`src/rtl/fetch_stall_flush_ctrl_pkg.sv`:
```
// Shared ISA constants and fetch-control FSM encoding for the front end.
package fetch_stall_flush_ctrl_pkg;

  localparam logic [15:0] NOP_INSTR = 16'h0800;
  localparam logic [4:0]  OP_HALT   = 5'b00000;
  localparam logic [4:0]  OP_NOP    = 5'b00001;

  typedef enum logic [1:0] {
    ST_RUN   = 2'd0,
    ST_STALL = 2'd1,
    ST_FLUSH = 2'd2,
    ST_HALT  = 2'd3
  } fetch_state_e;

endpackage

```
`src/rtl/dff_en.sv`:
```
// Generic register cell: synchronous active-high reset to RST_VAL, load when enabled.
module dff_en #(
  parameter int           W       = 1,
  parameter logic [W-1:0] RST_VAL = '0
) (
  input  logic         clk_i,
  input  logic         rst_i,
  input  logic         en_i,
  input  logic [W-1:0] d_i,
  output logic [W-1:0] q_o
);

  always_ff @(posedge clk_i) begin
    if (rst_i) begin
      q_o <= RST_VAL;
    end else if (en_i) begin
      q_o <= d_i;
    end
  end

endmodule

```
`src/rtl/fetch_stall_flush_ctrl_sat_counter.sv`:
```
// Saturating up-counter with synchronous clear, used for stall/flush performance counts.
module sat_counter #(
  parameter int CNT_W = 16
) (
  input  logic             clk_i,
  input  logic             clr_i,
  input  logic             inc_i,
  output logic [CNT_W-1:0] cnt_o
);

  logic [CNT_W-1:0] cnt_q;
  logic             cnt_en;

  // Stop counting once all-ones so the value sticks instead of wrapping.
  assign cnt_en = inc_i && (cnt_q != {CNT_W{1'b1}});

  dff_en #(.W(CNT_W), .RST_VAL('0)) u_cnt_reg (
    .clk_i (clk_i),
    .rst_i (clr_i),
    .en_i  (cnt_en),
    .d_i   (cnt_q + CNT_W'(1)),
    .q_o   (cnt_q)
  );

  assign cnt_o = cnt_q;

endmodule

```
`src/rtl/fetch_stall_flush_ctrl.sv`:
```
// Fetch-side stall/wipe consumer: owns the PC and IF/ID register, handles redirects,
// freezes after HALT and keeps saturating stall/flush counters.
module fetch_stall_flush_ctrl
  import fetch_stall_flush_ctrl_pkg::*;
#(
  parameter int            PC_W     = 16,
  parameter logic [PC_W-1:0] RESET_PC = '0,
  parameter int            CNT_W    = 16
) (
  input  logic             clk,
  input  logic             rst,
  input  logic             stall,
  input  logic             wipe,
  input  logic             redirect,
  input  logic [PC_W-1:0]  redirect_pc,
  input  logic [PC_W-1:0]  instr_in,
  input  logic             halt_dec,
  output logic [PC_W-1:0]  pc,
  output logic [PC_W-1:0]  instr_out,
  output logic [PC_W-1:0]  pc_plus2_out,
  output logic             valid_out,
  output logic             halted,
  output logic [CNT_W-1:0] stall_cnt,
  output logic [CNT_W-1:0] flush_cnt
);

  fetch_state_e    state_q, state_d;
  logic [1:0]      state_raw;
  logic            in_halt;
  logic [PC_W-1:0] pc_q, pc_d, pc_plus2;
  logic            pc_en;
  logic [PC_W-1:0] instr_q, instr_d, pp2_q, pp2_d;
  logic            valid_q, valid_d;

  assign state_q  = fetch_state_e'(state_raw);
  assign in_halt  = (state_q == ST_HALT);
  assign pc_plus2 = pc_q + PC_W'(2);

  // A wipe outranks stall and halt_dec, so a HALT on a squashed path never takes effect.
  always_comb begin
    state_d = ST_RUN;
    if (in_halt) begin
      state_d = ST_HALT;
    end else if (wipe) begin
      state_d = ST_FLUSH;
    end else if (stall) begin
      state_d = ST_STALL;
    end else if (halt_dec) begin
      state_d = ST_HALT;
    end
  end

  assign pc_en = !in_halt && (redirect || !(stall && !wipe));
  assign pc_d  = redirect ? redirect_pc : pc_plus2;

  always_comb begin
    instr_d = instr_q;
    pp2_d   = pp2_q;
    valid_d = valid_q;
    if (wipe || redirect) begin
      instr_d = PC_W'(NOP_INSTR);
      pp2_d   = '0;
      valid_d = 1'b0;
    end else if (stall) begin
      instr_d = instr_q;
    end else if (state_d == ST_HALT) begin
      instr_d = PC_W'(NOP_INSTR);
      valid_d = 1'b0;
    end else begin
      instr_d = instr_in;
      pp2_d   = pc_plus2;
      valid_d = 1'b1;
    end
  end

  dff_en #(.W(2), .RST_VAL(ST_RUN)) u_state_reg (
    .clk_i (clk), .rst_i (rst), .en_i (1'b1), .d_i (state_d), .q_o (state_raw)
  );

  dff_en #(.W(PC_W), .RST_VAL(RESET_PC)) u_pc_reg (
    .clk_i (clk), .rst_i (rst), .en_i (pc_en), .d_i (pc_d), .q_o (pc_q)
  );

  dff_en #(.W(PC_W), .RST_VAL(PC_W'(NOP_INSTR))) u_instr_reg (
    .clk_i (clk), .rst_i (rst), .en_i (1'b1), .d_i (instr_d), .q_o (instr_q)
  );

  dff_en #(.W(PC_W), .RST_VAL('0)) u_pp2_reg (
    .clk_i (clk), .rst_i (rst), .en_i (1'b1), .d_i (pp2_d), .q_o (pp2_q)
  );

  dff_en #(.W(1), .RST_VAL(1'b0)) u_valid_reg (
    .clk_i (clk), .rst_i (rst), .en_i (1'b1), .d_i (valid_d), .q_o (valid_q)
  );

  sat_counter #(.CNT_W(CNT_W)) u_stall_cnt (
    .clk_i (clk), .clr_i (rst), .inc_i (stall && !wipe && !in_halt), .cnt_o (stall_cnt)
  );

  sat_counter #(.CNT_W(CNT_W)) u_flush_cnt (
    .clk_i (clk), .clr_i (rst), .inc_i (wipe && !in_halt), .cnt_o (flush_cnt)
  );

  assign pc           = pc_q;
  assign instr_out    = instr_q;
  assign pc_plus2_out = pp2_q;
  assign valid_out    = valid_q;
  assign halted       = in_halt;

endmodule

```
`config.mk`:
```
export PLATFORM = sky130hd
export DESIGN_NAME = fetch_stall_flush_ctrl
export DESIGN_NICKNAME = d
export VERILOG_FILES = /design/src/rtl/fetch_stall_flush_ctrl_pkg.sv /design/src/rtl/dff_en.sv /design/src/rtl/fetch_stall_flush_ctrl_sat_counter.sv /design/src/rtl/fetch_stall_flush_ctrl.sv
export SDC_FILE = /design/constraint.sdc
export NUM_CORES = 1
export LEC_CHECK = 0
export CAP_MARGIN = 20
export CORE_MARGIN = 1
export CORE_UTILIZATION = 47
export CTS_CLUSTER_SIZE = 14
export DETAILED_ROUTE_END_ITERATION = 10
export PLACE_DENSITY = 0.8
export SYNTH_ARGS = -nofsm -noshare
export SYNTH_HDL_FRONTEND = slang
export SYNTH_SLANG_ARGS = --single-unit
```
`constraint.sdc`:
```
create_clock -name clk -period 2.2 [get_ports clk]
set_input_delay 0.44 -clock clk [delete_from_list [all_inputs] [get_ports clk]]
set_output_delay 0.44 -clock clk [all_outputs]
set_load 0.02 [all_outputs]
```
==> out/qor.yml, run 1 <==
cells_and_area:
  drive_gt1_share_pct: 9.00
  stdcell_area_mm2: 0.00559
  antenna_cells: 0
  final_net_count: 647
  area_growth_pct: 41.3
  fill_cells: 684
  multiInputGateArea_mm2: 0.00215
  register_area_mm2: 0.00166
  finalNonFillerCells: 716
place:
  dp_hpwl_um: 8180
  portBuffers: 119
  dp_slack_ps: -255
  dpl_cell_area_mm2: 0.00540
  place_inst: 700
  globalplace.congestion: 0.831
setup_path:
  slowest_stage: "or4_1"
  worst-path-buf-inv: 1
  cp_top_family: "simple AND/OR/NAND/NOR gates"
  r2r-end: "u_stall_cnt.u_cnt_reg.q_o[12]"
  path_cells: "clkdlybuf4s50_1 -> nand2b_4 -> or4_1 -> or4_1 -> a21oi_1"
  cp.required_ps: 2480
  startpoint_type: "primary input"
  crit_top_cell: "or4_1"
  path_max_fanout: 8
  r2r_start: "u_stall_cnt.u_cnt_reg.q_o[0]"
  worstSetupPathType: "in2reg"
  endpoint_kind: "flop"
  worstPathArrival_ps: 2420
  critical-path-max-stage-delay_ps: 640
  reg2reg_depth: 5
  regToRegSetupSlack_ps: 130
synth:
  syn-num-nets: 519
  syn-cell-area_mm2: 0.00396
  synth_seq_cells: 83
  yosysSeqAreaShare_pct: 42.0
  yosys.area.top_type: "dfxtp_1"
  synthTopCellsByCount: "83 x dfxtp_1, 45 x a21oi_1, 40 x nand2_1"
  syn_area_per_cell_um2: 8.28
  synthTopCellsByArea: "dfxtp_1 42%, a21oi_1 5.7%, nand2_1 3.8%"
  synth_flop_cell: "dfxtp_1"
  syn_inst: 478
  synth_edf_count: 0
  synth_top_area_share_pct: 42.0
  synth-warning-count: 0
  async_flop_share_pct: 0
  synth_cell_types: 55
  synth_most_common_cell: "dfxtp_1"
cts:
  cts_buffer_depth: 2
  root_buffer: "clkbuf_8"
  cts_tree: "yes"
  holdBufCountCts: 0
  insertion_delay_ps: 350
  cts.clk_slew.worst_paths_ps: 80
  cts.sinks: 83
  numCtsBuffers: 9
  htreeDepth: 3
timing:
  setup_viol: 0
  layout_setup_ws_ps: 66.1
  period_share_pct: 97.0
  skew_ps: 12.1
  grt_setup_unrepaired: "false"
  max-slew-margin-rel_pct: 56.3
  clock.fmax_ghz: 0.469
  worst_pin_slew_ps: 650
  whs_ps: 441
  min_period_ps: 2130
  maxSlewViolCount: 0
  hold_viol_final: 0
route:
  wl_met2_um: 5560
  wl_um: 11300
  wl_met3_um: 830
  detail_route.wl_per_cell_um: 15.7
  vias_per_cell: 5.90
  drtPass1Iterations: 5
  drc_errors: 0
  vias: 4221
  drtIter0Drc: 208
  met1_length_um: 4810
  top_layer: "met4"
  antenna_left: 0
global_route:
  grt_use_total_pct: 25.2
  grt_pass1_vias: 3778
  grt_max_degree: 44
  grt_overflow: 0
  antenna_found_initial: 0
  grt_pass1_wl_um: 17800
worst_hold_path:
  whs_endpoint: "u_pc_reg.q_o[11]"
  hp-start: "rst"
  whs_path_depth: 2
  hp-class: "in2reg"
floorplan:
  die_w_um: 93.8
  die_y_um: 93.8
  initial_core_util_pct: 48.4
  io_pins: 120
  core-area_mm2: 0.00818
  placement_rows: 33
  die-area_mm2: 0.00880
power_and_ir_drop:
  power.total_mw: 3.13
  p_seq_share_pct: 50.9
  p_leak_nw: 1.87
  p_int_mw: 2.32
  p_per_area_mw_per_mm2: 560
  swShare_pct: 26.0
  vdd_drop_max_mv: 0.375
  combPwrFrac_pct: 14.3
  power.switching_mw: 0.814
  pwr-share-clk_pct: 34.8
flow_run:
  cap_violations: 0
outcome:
  status: "complete, no violations"
[power by group through the flow]
stage	logic (mW)	clock network [mW]	registers [mW]
after CTS	0.448	1.10	1.59
after detailed placement	0.446	0	1.63
after global routing	0.487	1.19	1.60
after global placement	0.437	0	1.63
final	0.449	1.09	1.59
after floorplan	0.187	0	1.66
[cell families after synthesis]
family | after synthesis | share of synthesized area, %
buffers and inverters | 39 | 3.82
xor gates and xnor gates | 12 | 2.65
and+or+nand+nor | 196 | 26.6
DFF | 83 | 42.0
muxes | 6 | 1.55
adders and majority gates | 3 | 0.948
AOI/OAI and AO/OA | 139 | 22.5
[layer usage]
metal	up-vias	track usage [%]
met5	-	0
met4	0	6.28
met3	6	6.55
met2	152	42.9
met1	1997	31.5
li1	2066	-
[state kept, by name, indices dropped and copies added (netlist names)]
name	count
u_flush_cnt.u_cnt_reg.q_o	16
u_instr_reg.q_o	16
u_pc_reg.q_o	16
u_pp2_reg.q_o	16
u_stall_cnt.u_cnt_reg.q_o	16
u_state_reg.q_o	2
u_valid_reg.q_o	1
[cells in the final DEF, fill, tap and decap left out, drive strengths merged, types with 5 or more instances in the layout]
cell             n
and4             5
clkdlybuf4s50  118
nand2           41
nor4            14
o21ai           27
nor2            36
a22oi           15
clkbuf          12
o31ai           13
dfxtp           83
or3             10
nor2b            5
nand3           23
o41ai            6
a21oi           45
nor3            13
xnor2           12
nand4           14
buf             31
a31oi            6
and3             6
mux2i            5
or4             15
inv              7
[metrics by stage]
step,utilization (%),TNS (ps)
floorplan,-,0
global placement,66.0,-1350
detailed placement,66.0,-2400
CTS,68.4,0
global route,68.4,0
finish,68.4,0
[area by class of cell]
cell class / instances / share of cell area, %
timing repair buffer: 149 / 25.5
multi-input combinational: 356 / 38.5
tap: 105 / 2.35
clock inverter: 4 / 0.895
sequential: 83 / 29.7
clock buffer: 12 / 2.59
inverter: 7 / 0.470
[worst max path at each step]
stage                                             from                            end  slack, ps  cells past startpoint
after floorplan           u_stall_cnt.u_cnt_reg.q_o[0]  u_stall_cnt.u_cnt_reg.q_o[12]        100                      6
after global placement                            wipe  u_stall_cnt.u_cnt_reg.q_o[12]       -220                      5
after detailed placement                         stall  u_stall_cnt.u_cnt_reg.q_o[12]       -250                      5
after CTS                           u_state_reg.q_o[0]                         halted        100                      4
after global routing                             stall  u_stall_cnt.u_cnt_reg.q_o[12]          3                      5
final                                            stall  u_stall_cnt.u_cnt_reg.q_o[12]         70                      5
[worst register-to-register path, stage by stage, from the launching register on]
cell	delay [ps]
dfxtp_1	400
ha_1	210
nand2_1	100
or4_1	620
or4_1	540
a21oi_1	150
[what timing repair did]
action                                  4_1_cts  5_1_grt
hold endpoints to repair                      0        0
gates resized for setup                       0        1
buffers inserted                              0        0
endpoints found under the setup margin        0        1
Note: power is estimated with default switching activity, not from simulation.
==> inputs of run 2 (changes only) <==
--- a/config.mk
+++ b/config.mk
@@ -6,11 +6,12 @@
 export NUM_CORES = 1
 export LEC_CHECK = 0
 export CAP_MARGIN = 20
-export CORE_MARGIN = 1
+export CORE_MARGIN = 2
 export CORE_UTILIZATION = 47
 export CTS_CLUSTER_SIZE = 14
 export DETAILED_ROUTE_END_ITERATION = 10
 export PLACE_DENSITY = 0.8
+export SLEW_MARGIN = 15
 export SYNTH_ARGS = -nofsm -noshare
 export SYNTH_HDL_FRONTEND = slang
 export SYNTH_SLANG_ARGS = --single-unit
==> run 2 against run 1 <==
Via count unchanged. Hold slack improved by 19 ps. Flip-flop and latch count unchanged. Clock skew decreased by 1.2 ps. Total power fell by 1.6%. Setup slack is essentially flat. Cell area increased by 0.22%.
==> out/qor.yml, run 2 (synthesis gave the netlist of run 1 again) <==
floorplan:
  placement_rows: 33  # unchanged
  core-area_mm2: 0.00818  # unchanged
  die_w_um: 95.8  # was 93.8 um
  initial_core_util_pct: 48.4  # unchanged
  die_y_um: 95.8  # was 93.8 um
  die-area_mm2: 0.00918  # was 0.00880 mm^2
  io_pins: 120  # unchanged
setup_path:
  path_cells: "clkdlybuf4s50_1 -> nand2b_4 -> or4_1 -> or4_1 -> a21oi_1"  # unchanged
  worstSetupPathType: "in2reg"  # unchanged
  crit_top_cell: "or4_1"  # unchanged
  slowest_stage: "or4_1"  # unchanged
  cp.required_ps: 2480  # about the same
  path_max_fanout: 8  # unchanged
  worstPathArrival_ps: 2410  # was 2420 ps
  endpoint_kind: "flop"  # unchanged
  critical-path-max-stage-delay_ps: 640  # about the same
  startpoint_type: "primary input"  # unchanged
cells_and_area:
  multiInputGateArea_mm2: 0.00215  # unchanged
  register_area_mm2: 0.00166  # unchanged
  utilization_pct: 68.6  # was 68.4%
  fill_cells: 694  # was 684
  drive_gt1_share_pct: 9.77  # was 9.00%
  stdcell_area_mm2: 0.00561  # was 0.00559 mm^2
  layout_commonest_cell: "clkdlybuf4s50_1"  # unchanged
  finalNonFillerCells: 719  # was 716
  antenna_cells: 0  # unchanged
  final_net_count: 650  # was 647
  layout_common_cells: "118 x clkdlybuf4s50_1, 83 x dfxtp_1, 45 x a21oi_1"  # unchanged
  area_growth_pct: 41.6  # was 41.3%
place:
  portBuffers: 119  # unchanged
  dpl_cell_area_mm2: 0.00542  # was 0.00540 mm^2
  globalplace.congestion: 0.865  # was 0.831
  dp_hpwl_um: 8300  # was 8180 um
  place_inst: 703  # was 700
cts:
  cts_buffer_depth: 2  # unchanged
  cts.clk_slew.worst_paths_ps: 90  # was 80 ps
  root_buffer: "clkbuf_8"  # unchanged
  htreeDepth: 3  # unchanged
  cts_tree: "yes"  # unchanged
  cts_resized: 0  # unchanged
  holdBufCountCts: 0  # unchanged
  insertion_delay_ps: 350  # about the same
  post_cts_buffers: 0  # unchanged
  numCtsBuffers: 9  # unchanged
  cts.sinks: 83  # unchanged
route:
  drtPass1Iterations: 4  # was 5
  vias_per_cell: 5.87  # was 5.90
  detail_route.wl_per_cell_um: 15.9  # was 15.7 um
  drtIter0Drc: 227  # was 208
  antenna_left: 0  # unchanged
  wl_um: 11500  # was 11,300 um
  vias: 4221  # unchanged
  drc_errors: 0  # unchanged
worst_hold_path:
  hp-class: "reg2reg"  # was in2reg
outcome:
  status: "complete, no violations"  # unchanged
flow_run:
  cap_violations: 0  # unchanged
timing:
  worst_pin_slew_ps: 532  # was 650 ps
  hold_viol_final: 0  # unchanged
  clock.fmax_ghz: 0.469  # about the same
  min_period_ps: 2130  # about the same
  setup_viol: 0  # unchanged
  skew_ps: 10.8  # was 12.1 ps
  period_share_pct: 97.0  # about the same
  max-slew-margin-rel_pct: 64.2  # was 56.3%
  maxSlewViolCount: 0  # unchanged
  tns_ps: 0  # unchanged
  grt_setup_unrepaired: "false"  # unchanged
global_route:
  grt_max_degree: 44  # unchanged
  grt_pass1_wl_um: 17900  # was 17,800 um
  antenna_found_initial: 0  # unchanged
  grt_overflow: 0  # unchanged
  grt_pass1_vias: 3827  # was 3,778
  grt_use_total_pct: 24.4  # was 25.2%
power_and_ir_drop:
  vdd_drop_max_mv: 0.367  # was 0.375 mV
  power.total_mw: 3.08  # was 3.13 mW
  p_per_area_mw_per_mm2: 550  # was 560 mW/mm^2
  p_leak_nw: 1.88  # was 1.87 nW
==> run 2: final cells by class <==
type / count / share of cell area, %
multi-input cells: 356 / 38.4
flip-flops and latches: 83 / 29.6
repair buffers: 152 / 25.8
clock buffers: 11 / 2.70
well taps: 105 / 2.34
clock inverters: 5 / 0.669
inverters: 7 / 0.469
==> run 2: final timing paths <==
| path | from | endpoint | slack, ps | cells past startpoint |
|---|---|---|---|---|
| min | u_pp2_reg.q_o[2] | u_pp2_reg.q_o[2] | 460 | 2 |
| max | stall | u_stall_cnt.u_cnt_reg.q_o[12] | 70 | 5 |
| min reg2reg | u_pp2_reg.q_o[2] | u_pp2_reg.q_o[2] | 460 | 2 |
| max reg2reg | u_stall_cnt.u_cnt_reg.q_o[0] | u_stall_cnt.u_cnt_reg.q_o[12] | 120 | 5 |
==> run 2: through the flow <==
stage | hold slack, ps | setup WS [ps]
4_1_cts | 460 | 82.0
3_5_place_dp | 448 | -280
2_1_floorplan | 446 | 104
6_report | 459 | 66.4
3_3_place_gp | 441 | -218
5_1_grt | 485 | 14.6
==> run 2: where the power goes <==
group / internal [mW] / switching, mW
registers: 1.54 / 0.0516
clock network: 0.474 / 0.564
logic: 0.226 / 0.227
total: 2.24 / 0.843
==> run 2: critical path, delay by kind of cell <==
| kind | cells | cell delay (ps) |
|---|---|---|
| AO/OA/AOI/OAI | 1 | 150 |
| buffers and inverters | 1 | 550 |
| AND/OR/NAND/NOR | 3 | 1270 |
==> run 2: per-layer routing <==
metal	vias to the layer above	GRT usage (%)	routed length (um)
li1	2067	-	-
met5	-	0	0
met2	166	41.4	5550
met1	1975	31.6	4930
met3	13	5.17	868
met4	0	6.43	113
==> inputs of run 3 (changes only) <==
--- a/config.mk
+++ b/config.mk
@@ -7,11 +7,12 @@
 export LEC_CHECK = 0
 export CAP_MARGIN = 20
 export CORE_MARGIN = 2
-export CORE_UTILIZATION = 47
+export CORE_UTILIZATION = 49
 export CTS_CLUSTER_SIZE = 14
 export DETAILED_ROUTE_END_ITERATION = 10
 export PLACE_DENSITY = 0.8
 export SLEW_MARGIN = 15
 export SYNTH_ARGS = -nofsm -noshare
 export SYNTH_HDL_FRONTEND = slang
+export SYNTH_HIERARCHICAL = 1
 export SYNTH_SLANG_ARGS = --single-unit
==> run 3 against run 2 <==
Via count fell by 1.8%. Clock power grew 15%. Critical endpoint is now u_flush_cnt/u_cnt_reg/q_o[14]. Register-to-register slack better by 20 ps. Largest power group unchanged. Die area up 12%. Area after synthesis is 17% higher. Maximum frequency up 3.7%. First-iteration DRC count shrank 40%. Flip-flop and latch count did not move. Highest routed layer unchanged. Global-route usage fell by 2.2 points. Final cell count rose by 6.5%. Core utilization shrank 1.5 points. Non-clock buffer count is 11 lower.
==> out/qor.yml, run 3 <==
cts:
  cts_resized: 0  # unchanged
  htreeDepth: 3  # unchanged
  cts.clk_slew.worst_paths_ps: 90  # about the same
  post_cts_buffers: 0  # unchanged
  numCtsBuffers: 9  # unchanged
  insertion_delay_ps: 340  # was 350 ps
  cts_buffer_depth: 2  # unchanged
  root_buffer: "clkbuf_8"  # unchanged
  holdBufCountCts: 0  # unchanged
  cts_tree: "yes"  # unchanged
  cts.sinks: 83  # unchanged
global_route:
  grt_overflow: 0  # unchanged
  grt_pass1_vias: 4018  # was 3,827
  grt_use_total_pct: 22.2  # was 24.4%
  antenna_found_initial: 0  # unchanged
  grt_pass1_wl_um: 18600  # was 17,900 um
  grt_max_degree: 43  # was 44
synth:
  synth_flop_cell: "dfxtp_1"  # unchanged
  synth_cell_types: 38  # was 55
  async_flop_share_pct: 0  # unchanged
  synthTopCellsByArea: "dfxtp_1 36%, mux2i_1 21%, nor2_1 9.1%"  # was dfxtp_1 42%, a21oi_1 5.7%, nand2_1 3.8%
  synth_edf_count: 0  # unchanged
  syn-cell-area_mm2: 0.00464  # was 0.00396 mm^2
  synth_seq_cells: 83  # unchanged
  synth_top_area_share_pct: 35.8  # was 42.0%
  syn_inst: 525  # was 478
  synthTopCellsByCount: "112 x nor2_1, 98 x mux2i_1, 83 x dfxtp_1"  # was 83 x dfxtp_1, 45 x a21oi_1, 40 x nand2_1
  synth-warning-count: 6  # was 0
  syn_area_per_cell_um2: 8.84  # was 8.28 um^2
  yosys.area.top_type: "dfxtp_1"  # unchanged
  synth_most_common_cell: "nor2_1"  # was dfxtp_1
  yosysSeqAreaShare_pct: 35.8  # was 42.0%
power_and_ir_drop:
  combPwrFrac_pct: 16.1  # was 14.7%
  p_per_area_mw_per_mm2: 540  # was 550 mW/mm^2
  p_seq_share_pct: 47.9  # was 51.7%
  pwr-share-clk_pct: 36.0  # was 33.6%
  swShare_pct: 26.4  # was 27.3%
  power.total_mw: 3.33  # was 3.08 mW
  p_int_mw: 2.45  # was 2.24 mW
  vdd_drop_max_mv: 0.563  # was 0.367 mV
  p_leak_nw: 2.58  # was 1.88 nW
  power.switching_mw: 0.879  # was 0.843 mW
route:
  antenna_left: 0  # unchanged
  drc_errors: 0  # unchanged
  vias: 4145  # was 4,221
  detail_route.wl_per_cell_um: 14.9  # was 15.9 um
  drtIter0Drc: 136  # was 227
  vias_per_cell: 5.41  # was 5.87
  wl_um: 11400  # was 11,500 um
  drtPass1Iterations: 5  # was 4
cells_and_area:
  layout_common_cells: "118 x clkdlybuf4s50_1, 112 x nor2_1, 98 x mux2i_1"  # was 118 x clkdlybuf4s50_1, 83 x dfxtp_1, 45 x a21oi_1
  utilization_pct: 67.1  # was 68.6%
  multiInputGateArea_mm2: 0.00265  # was 0.00215 mm^2
  final_net_count: 692  # was 650
  antenna_cells: 0  # unchanged
  fill_cells: 761  # was 694
  layout_commonest_cell: "clkdlybuf4s50_1"  # unchanged
  drive_gt1_share_pct: 7.63  # was 9.77%
  register_area_mm2: 0.00166  # about the same
  area_growth_pct: 32.9  # was 41.6%
floorplan:
  placement_rows: 35  # was 33
  initial_core_util_pct: 50.5  # was 48.4%
  core-area_mm2: 0.00920  # was 0.00818 mm^2
  die_w_um: 101  # was 95.8 um
  die-area_mm2: 0.0103  # was 0.00918 mm^2
  io_pins: 120  # unchanged
  die_y_um: 101  # was 95.8 um
setup_path:
  endpoint_kind: "flop"  # unchanged
  path_max_fanout: 16  # was 8
  slowest_stage: "or4_1"  # unchanged
  worstSetupPathType: "reg2reg"  # was in2reg
  path_cells: "ha_1 -> nand2_1 -> or4_1 -> o31a_1 -> buf_12 -> mux2i_1 -> nor2_1"  # was clkdlybuf4s50_1 -> nand2b_4 -> or4_1 -> or4_1 -> a21oi_1
  startpoint_type: "flop"  # was primary input
  cp_top_family: "simple AND/OR/NAND/NOR gates"  # unchanged
  cp.required_ps: 2430  # was 2480 ps
  worstPathArrival_ps: 2290  # was 2410 ps
  worst-path-buf-inv: 1  # unchanged
  critical-path-max-stage-delay_ps: 460  # was 640 ps
place:
  globalplace.congestion: 0.907  # was 0.865
  portBuffers: 119  # unchanged
  dp_hpwl_um: 8350  # was 8300 um
outcome:
  status: "complete, no violations"  # unchanged
timing:
  min_period_ps: 2060  # was 2130 ps
  setup_viol: 0  # unchanged
  tns_ps: 0  # unchanged
  clock.fmax_ghz: 0.486  # was 0.469 GHz
  maxSlewViolCount: 0  # unchanged
  grt_setup_unrepaired: "false"  # unchanged
  hold_viol_final: 0  # unchanged
  skew_ps: 8.17  # was 10.8 ps
  period_share_pct: 93.5  # was 97.0%
worst_hold_path:
  hp-class: "in2reg"  # was reg2reg
flow_run:
  cap_violations: 0  # unchanged
## run 3: cell types whose count changed in the layout (fill, tap and decap cells not counted), sizes merged, moves of 6 or more
cell	previous run	this run
a31oi	6	0
a21oi	45	12
or3	10	1
mux2i	5	98
or4	15	2
buf	34	23
nand2	41	13
o21ai	27	13
nor2	36	112
nand3	23	17
o31ai	13	0
o41ai	6	0
xor2	0	25
inv	7	25
## run 3: kinds of logic after synthesis
group                    count (synthesis)  synth area share, %
XOR/XNOR                                41                 7.74
multiplexers                           100                 21.6
adder cells (fa/ha/maj)                  4                 1.08
AND/OR/NAND/NOR                        193                 19.2
flip-flops                              83                 35.8
AO/OA/AOI/OAI                           48                 6.87
buffers and inverters                   55                 7.63
other                                    1               0.0808
## run 3: final timing paths
path                                                     from                       endpoint  slack [ps]  cells after the start
worst min register to register  u_flush_cnt/u_cnt_reg/q_o[15]  u_flush_cnt/u_cnt_reg/q_o[15]         560                      2
worst min-delay path                                      rst             u_instr_reg/q_o[7]         530                      2
worst max register to register   u_flush_cnt/u_cnt_reg/q_o[1]  u_flush_cnt/u_cnt_reg/q_o[14]         140                      7
worst max-delay path             u_flush_cnt/u_cnt_reg/q_o[1]  u_flush_cnt/u_cnt_reg/q_o[14]         140                      7
## run 3: power by group through the flow
stage	registers (mW)	clock network (mW)	logic (mW)
3_3_place_gp	1.63	0	0.519
4_1_cts	1.59	1.23	0.535
3_5_place_dp	1.63	0	0.532
5_1_grt	1.60	1.30	0.578
2_1_floorplan	1.67	0	0.295
6_report	1.60	1.20	0.536
## run 3: final cells by class
type,instances,area share [%]
Clock buffer,9,2.01
Clock inverter,7,1.48
Inverter,24,1.46
Multi-Input combinational cell,391,42.9
Sequential cell,83,27.0
Tap cell,111,2.25
Timing Repair Buffer,141,22.9
## run 3: per-layer routing
layer  part of all wire, %  GRT usage [%]
met1                    45           28.8
met2                    49           37.5
met3                   5.2           3.59
met4                   1.4           7.69
met5                     0              0
## run 3: metrics by stage
step	hold WS, ps	std cells	instance area, um^2	setup slack [ps]
floorplan	512	529	4660	117
CTS	524	766	6160	167
global route	540	766	6170	11.7
detailed placement	530	750	5950	43.3
finish	533	766	6170	142
global placement	528	750	5950	131
